File: src/rtl/npu_dot_seq.sv
`default_nettype none
// ============================================================================
// npu_dot_seq : job sequencer and wide accumulator for the 8-lane int8 add tree
// Revision    : 1.0
// ============================================================================
module npu_dot_seq #(
   parameter int LEN_W    = 8,
   parameter int ACC_W    = 32,
   parameter int TREE_LAT = 1
) (
   input  logic             clk,
   input  logic             rst,
   input  logic             start,
   input  logic [LEN_W-1:0] cfg_len,
   input  logic             cfg_signed,
   output logic             busy,
   input  logic             in_valid,
   output logic             in_ready,
   input  logic [63:0]      in_data,
   input  logic [63:0]      in_para,
   output logic [63:0]      tree_data,
   output logic [63:0]      tree_para,
   output logic             tree_signed,
   input  logic [18:0]      tree_result,
   output logic             out_valid,
   input  logic             out_ready,
   output logic [ACC_W-1:0] out_result
);

   localparam int PIPE_D = TREE_LAT + 1;

   typedef enum logic [1:0] {
      ST_IDLE  = 2'd0,
      ST_RUN   = 2'd1,
      ST_DRAIN = 2'd2,
      ST_OUT   = 2'd3
   } state_t;

   state_t                  r_state;
   logic [LEN_W-1:0]        r_len;
   logic [LEN_W-1:0]        r_issued;
   logic [LEN_W-1:0]        r_received;
   logic [ACC_W-1:0]        r_acc;
   logic [PIPE_D-1:0]       r_tag;

   logic                    w_accept;
   logic                    w_tag_out;
   logic [PIPE_D-1:0]       w_tag_next;
   logic signed [ACC_W-1:0] w_tree_ext;
   logic [ACC_W-1:0]        w_acc_sum;
   logic [LEN_W-1:0]        w_issue_inc;
   logic [LEN_W-1:0]        w_recv_inc;
   logic                    w_accumulate;

   assign w_accept     = in_valid & in_ready;
   assign w_tag_out    = r_tag[PIPE_D-1];
   assign w_tree_ext   = ACC_W'($signed(tree_result));
   assign w_acc_sum    = r_acc + w_tree_ext;
   assign w_issue_inc  = r_issued + LEN_W'(1);
   assign w_recv_inc   = r_received + LEN_W'(1);
   assign w_accumulate = w_tag_out & ((r_state == ST_RUN) | (r_state == ST_DRAIN));

   // Tag shift register tracks which tree results belong to real beats.
   generate
      if (PIPE_D > 1) begin : g_tag_multi
         assign w_tag_next = {r_tag[PIPE_D-2:0], w_accept};
      end else begin : g_tag_single
         assign w_tag_next = w_accept;
      end
   endgenerate

   always_ff @(posedge clk) begin
      if (rst) begin
         r_state     <= ST_IDLE;
         r_len       <= '0;
         r_issued    <= '0;
         r_received  <= '0;
         r_acc       <= '0;
         r_tag       <= '0;
         busy        <= 1'b0;
         in_ready    <= 1'b0;
         out_valid   <= 1'b0;
         out_result  <= '0;
         tree_data   <= '0;
         tree_para   <= '0;
         tree_signed <= 1'b0;
      end else begin
         r_tag <= w_tag_next;

         if (w_accept) begin
            tree_data <= in_data;
            tree_para <= in_para;
            r_issued  <= w_issue_inc;
         end else begin
            tree_data <= '0;
            tree_para <= '0;
         end

         if (w_accumulate) begin
            r_acc      <= w_acc_sum;
            r_received <= w_recv_inc;
         end

         case (r_state)
            ST_IDLE: begin
               if (start) begin
                  r_len       <= cfg_len;
                  tree_signed <= cfg_signed;
                  r_acc       <= '0;
                  r_issued    <= '0;
                  r_received  <= '0;
                  busy        <= 1'b1;
                  if (cfg_len != '0) begin
                     r_state  <= ST_RUN;
                     in_ready <= 1'b1;
                  end else begin
                     r_state    <= ST_OUT;
                     out_valid  <= 1'b1;
                     out_result <= '0;
                  end
               end
            end

            ST_RUN: begin
               if (w_accept && (w_issue_inc == r_len)) begin
                  r_state  <= ST_DRAIN;
                  in_ready <= 1'b0;
               end
            end

            ST_DRAIN: begin
               // The final accumulate lands on the same edge as the move to OUT.
               if (w_accumulate && (w_recv_inc == r_len)) begin
                  r_state    <= ST_OUT;
                  out_valid  <= 1'b1;
                  out_result <= w_acc_sum;
               end
            end

            ST_OUT: begin
               if (out_ready) begin
                  r_state   <= ST_IDLE;
                  out_valid <= 1'b0;
                  busy      <= 1'b0;
               end
            end

            default: begin
               r_state <= ST_IDLE;
            end
         endcase
      end
   end

endmodule
`default_nettype wire

File: config.mk
export PLATFORM = sky130hd
export DESIGN_NAME = npu_dot_seq
export DESIGN_NICKNAME = d
export VERILOG_FILES = /design/src/rtl/npu_dot_seq.sv
export SDC_FILE = /design/constraint.sdc
export NUM_CORES = 1
export LEC_CHECK = 0
export BUFFER_PORTS_ARGS = -buffer_cell sky130_fd_sc_hd__buf_2
export CAP_MARGIN = 0
export CORE_MARGIN = 5
export CORE_UTILIZATION = 40
export DETAILED_ROUTE_END_ITERATION = 10
export HOLD_SLACK_MARGIN = 0.02
export PLACE_DENSITY = 0.8
export SETUP_SLACK_MARGIN = 0.05
export SYNTH_ARGS = -nofsm -noshare
export SYNTH_HDL_FRONTEND = slang
export SYNTH_SLANG_ARGS = --single-unit
File: constraint.sdc
create_clock -name clk -period 3.15 [get_ports clk]
set_input_delay 0.63 -clock clk [delete_from_list [all_inputs] [get_ports clk]]
set_output_delay 0.63 -clock clk [all_outputs]
set_load 0.005 [all_outputs]
; Word-level counts from Yosys, hierarchy flattened
; Cells that the tools add are included.
[word_totals]
word_cells = 76
out_inout_bits = 164
register_bits = 224
input_bits = 161
[op_classes]
add_sub_neg = 3
n_eq_ne = 11
n_mux = 30
n_bitwise = 4
n_reduce_logical = 15
[ops]
columns = operator, count
row1 = 32-bit 2-to-1 mux, 6
row2 = 32-bit one-hot mux with 2 select lines, 1
row3 = 8-bit 2-to-1 mux, 6
row4 = 32-bit adder, 1
row5 = 8-bit by 1-bit adder with 8-bit output (second input constant), 2
row6 = 8-bit equality test, 2
row7 = 4-bit AND reduction, 3
row8 = 2-bit 2-to-1 mux, 5
row9 = 1-bit 2-to-1 mux, 8
row10 = 2-bit != test (second input constant), 4
row11 = 2-bit one-hot mux with 4 select lines, 1
row12 = 8-bit nonzero test, 1
row13 = 2-bit nonzero test, 3
row14 = 5-bit AND reduction, 1
row15 = 2-bit equality test (second input constant), 2
row16 = 2-bit by 1-bit != test with 1-bit output (second input constant), 2
row17 = 1-bit one-hot mux with 2 select lines, 2
row18 = 1-bit one-hot mux with 3 select lines, 1
row19 = 3-bit AND reduction, 1
row20 = 3-bit nonzero test, 1
row21 = 1-bit bitwise AND, 2
row22 = 2-bit by 1-bit equality test with 1-bit output (second input constant), 1
row23 = 1-bit logical AND, 2
row24 = 2-bit logical NOT, 1
row25 = 4 further kinds, 4

; Logic depth before layout (Yosys ltp)
[logic_depth]
ltp_word = 6
ltp_mapped = 10

; Worst setup path before layout
; OpenSTA, ideal clock, no wires.
[synth_path]
kind = input-to-reg
from = in tree_result[0]
to = reg r_acc[26]
n_path_buf = 0
arrival_time_ns = 2.840
required_ns = 3.034
stages = 10
setup_slack_ns = 0.194
path_cell_list = ha_1 fa_1 a21oi_1 o211ai_1 a21oi_1 o21ai_1 a311oi_1 o31ai_1 xor2_1 a31o_2
[synth_via]
elab_chain_cells = 4
[synth_rtl]
columns = element, line
row1 = start: declaration, 24  ; input logic [18:0] tree_result,
row2 = 32-bit adder (*), 58  ; assign w_acc_sum = r_acc + w_tree_ext;
row3 = 32-bit 2-to-1 mux (*), 99  ; if (w_accumulate) begin
row4 = 32-bit 2-to-1 mux, 106  ; if (start) begin
row5 = 32-bit 2-to-1 mux (*), 104  ; case (r_state)
row6 = end signal: assignment, 100  ; r_acc <= w_acc_sum;
row7 = end: declaration, 43  ; logic [ACC_W-1:0] r_acc;
; Mark *: on every way between the ends. The rest lies on a longest branch, timed or not.
; A chain may end at the register's enable or synchronous reset.

; Final worst setup path
[layout_path]
from = reg r_acc[0]
to = reg out_result[28]
[layout_via]
elab_chain_cells = 3
[layout_rtl]
columns = element, line
row1 = 32-bit adder, 58
row2 = 32-bit 2-to-1 mux, 133  ; if (w_accumulate && (w_recv_inc == r_len)) begin
row3 = 32-bit one-hot mux with 2 select lines, 104
row4 = end signal: assignment, 136  ; out_result <= w_acc_sum;
row5 = end: declaration, 27  ; output logic [ACC_W-1:0] out_result
; No other way between the ends. The select of a mux whose other input is x is not followed.

==> impl_metrics.json <==
{
  "vias": 8326,
  "wl_met3_mm": 2.66,
  "hp-class": "in2reg",
  "cts_resized": 0,
  "max_clock_freq_ghz": 0.357,
  "cts_max_path_buffers": 3,
  "first_global_vias": 8187,
  "num_io_pins": 325,
  "grt.overflow.total": 0,
  "routed_wl_mm": 27.4,
  "synth_top_area_share_pct": 48.6,
  "grt_pass1_wl_mm": 42.6,
  "syn_to_final_growth_pct": 31.9,
  "routed-wl-met2_mm": 13.4,
  "place_ws_ns": -0.0800,
  "layout.cells.non_filler": 1634,
  "critPathLaunchType": "flip-flop",
  "skew_ns": 0.0139,
  "synth_top_cell_by_area": "dfxtp_1",
  "drv_slew": 0,
  "cts_tree": "done",
  "required_ns": 3.55,
  "cpMostUsedCell": "a21oi_1",
  "synth-edff-count": 0,
  "first_iter_violations": 414,
  "max_slew_margin_pct": 31.4,
  "yosys_warnings": 0,
  "ys_top_cells_by_count": "dfxtp_1 (224), and2_1 (134), nand2_1 (113)",
  "cts_sinks": 224,
  "grt_max_degree": 57,
  "timing.final.crit_period_ns": 2.80,
  "antenna_found_initial": 15,
  "max_cap_viol_count": 0,
  "clkTransAtPathRegs_ns": 0.06,
  "hold_buffers": 0,
  "ys_seq_area_share_pct": 48.6,
  "via_per_inst": 5.10,
  "power.density_mw_per_mm2": 605,
  "postSynthCellCount": 999,
  "die_width_um": 162,
  "worstMarginPinSlew_ns": 1.03,
  "synth_flop_cell": "dfxtp_1",
  "rsz0062_at_grt": "false",
  "slowest_stage": "fa_1",
  "worstPathCellList": "ha_1 -> fa_1 -> a21oi_1 -> o211ai_1 -> a21oi_1 -> o21ai_1 -> a311o_1 -> a21oi_1 -> nor4_1 -> a211o_1",
  "die_h_um": 162,
  "placedCellCount": 1586,
  "path_class": "reg2reg",
  "yosysUniqueCellTypes": 65,
  "wl_per_cell_um": 16.8,
  "hold_violations": 0,
  "setup-violations-final": 0,
  "worstPathArrival_ns": 3.20,
  "irDropWorstVdd_v": 0.000524,
  "finalSetupTns_ns": 0,
  "drt_pass1_iterations": 5,
  "outcome": "finished clean",
  "io_buffers": 324,
  "dp_hpwl_mm": 21.6,
  "htreeDepth": 1,
  "fin_crit_sh_pct": 88.9,
  "layout.nets": 1529,
  "final.fill_count": 2035,
  "top_layer": "met5",
  "total_leakage_power_nw": 5.66,
  "synth_most_common_cell": "dfxtp_1",
  "die-area_mm2": 0.0262,
  "setup.worst_path.end_class": "flip-flop",
  "ant_nets": 0,
  "rows": 55,
  "avgSynthCellArea_um2": 9.23,
  "async_flop_share_pct": 0,
  "synth_area_leaders": "dfxtp_1 (49%), and2_1 (9.1%), ha_1 (5.2%)",
  "final_util_pct": 53.7,
  "grt_use_total_pct": 19.9,
  "crit_fanout": 4,
  "syn_area_mm2": 0.00922,
  "gp_congestion": 0.929,
  "drc": 0,
  "insertion_delay_ns": 0.52,
  "cts_buffers": 26,
  "initial_utilization_pct": 40.7,
  "worst_slack_ns": 0.349,
  "drt-met1-wl_mm": 10.0,
  "drive_above_1_share_pct": 30.6,
  "postCtsSetupBuffers": 0,
  "core_mm2": 0.0226,
  "root_buffer": "clkbuf_16",
  "critical_path.max_stage_delay_ns": 0.46,
  "synth_nets": 1199,
  "ys_ff_latch": 224
}
## area by class of cell
class | instances | area, um2 | share of cell area (%)
sequential | 224 | 4480 | 36.9
multi-input combinational | 705 | 4480 | 36.8
timing repair buffer | 352 | 1860 | 15.3
clock buffer | 30 | 717 | 5.90
tap | 285 | 357 | 2.93
clock inverter | 14 | 185 | 1.52
inverter | 20 | 75.1 | 0.617
antenna | 4 | 10.0 | 0.0823
## flip-flops by register name (all words and copies together) (netlist names), 8 cells and up
register / cells
tree_data: 64
tree_para: 64
out_result: 32
r_acc: 32
r_issued: 8
r_len: 8
r_received: 8
## worst max-delay path, delay by kind of cell, from the launching register on
kind | cells | cell delay [ns]
AOI/OAI and AO/OA | 7 | 1.61
adders and majority gates | 2 | 0.67
and+or+nand+nor | 1 | 0.09
DFF | 1 | 0.32
## cell usage in the layout (no fill, tap or decap), types with 4 or more instances in the layout
master / count
buf_2: 324
dfxtp_1: 224
and2_1: 134
nand2_1: 113
a21oi_1: 90
xnor2_1: 40
nor2_1: 40
ha_1: 38
nand3_1: 34
o21ai_0: 28
clkbuf_16: 27
buf_4: 26
inv_1: 20
xor2_1: 15
a22o_1: 14
nor3_1: 13
a21o_1: 12
a211oi_1: 11
nand4_1: 10
nor2b_1: 9
a31oi_1: 8
or3_1: 8
and3_1: 7
o21bai_1: 6
clkinvlp_4: 6
a211o_1: 5
o211ai_1: 5
diode_2: 4
o2111ai_1: 4
nand2b_1: 4
or4_1: 4
bufinv_16: 4
clkinv_2: 4
## final timing paths
kind | startpoint | to | slack (ns) | cells after the start
max | r_acc[0] | out_result[28] | 0.35 | 10
min | in_para[4] | tree_para[4] | 0.30 | 2
max reg2reg | r_acc[0] | out_result[28] | 0.35 | 10
min reg2reg | r_tag[0] | r_tag[1] | 0.43 | 1
## power breakdown
group / internal (mW) / switching [mW]
clock network: 1.94 / 1.18
registers: 3.00 / 0.0829
logic: 0.476 / 0.684
## cell families (layout without fill, tap and decap cells)
family / Yosys count / count (layout) / share of synthesized area (%)
DFF: 224 / 224 / 48.6
other: 0 / 4 / 0
adders and majority gates: 39 / 39 / 5.37
muxes: 1 / 1 / 0.122
xor gates and xnor gates: 55 / 55 / 5.22
AOI/OAI and AO/OA: 214 / 214 / 15.2
buffers and inverters: 70 / 416 / 2.92
and+or+nand+nor: 396 / 396 / 22.5
## metrics by stage
| stage | hold slack, ns | power [mW] | area (um2) |
|---|---|---|---|
| after global routing | 0.288 | 7.70 | 12200 |
| final | 0.303 | 7.36 | 12200 |
| after CTS | 0.277 | 7.45 | 12200 |
| after global placement | 0.421 | 4.28 | 11200 |
| after detailed placement | 0.422 | 4.30 | 11200 |
| after floorplan | 0.414 | 3.82 | 9220 |
## per-layer routing
layer | GRT usage (%) | vias up
met3 | 7.00 | 92
met5 | 0 | -
met4 | 8.42 | 18
met2 | 35.4 | 338
met1 | 21.4 | 3778
li1 | - | 4100
No activity file was read; power rests on OpenSTA's default activity.
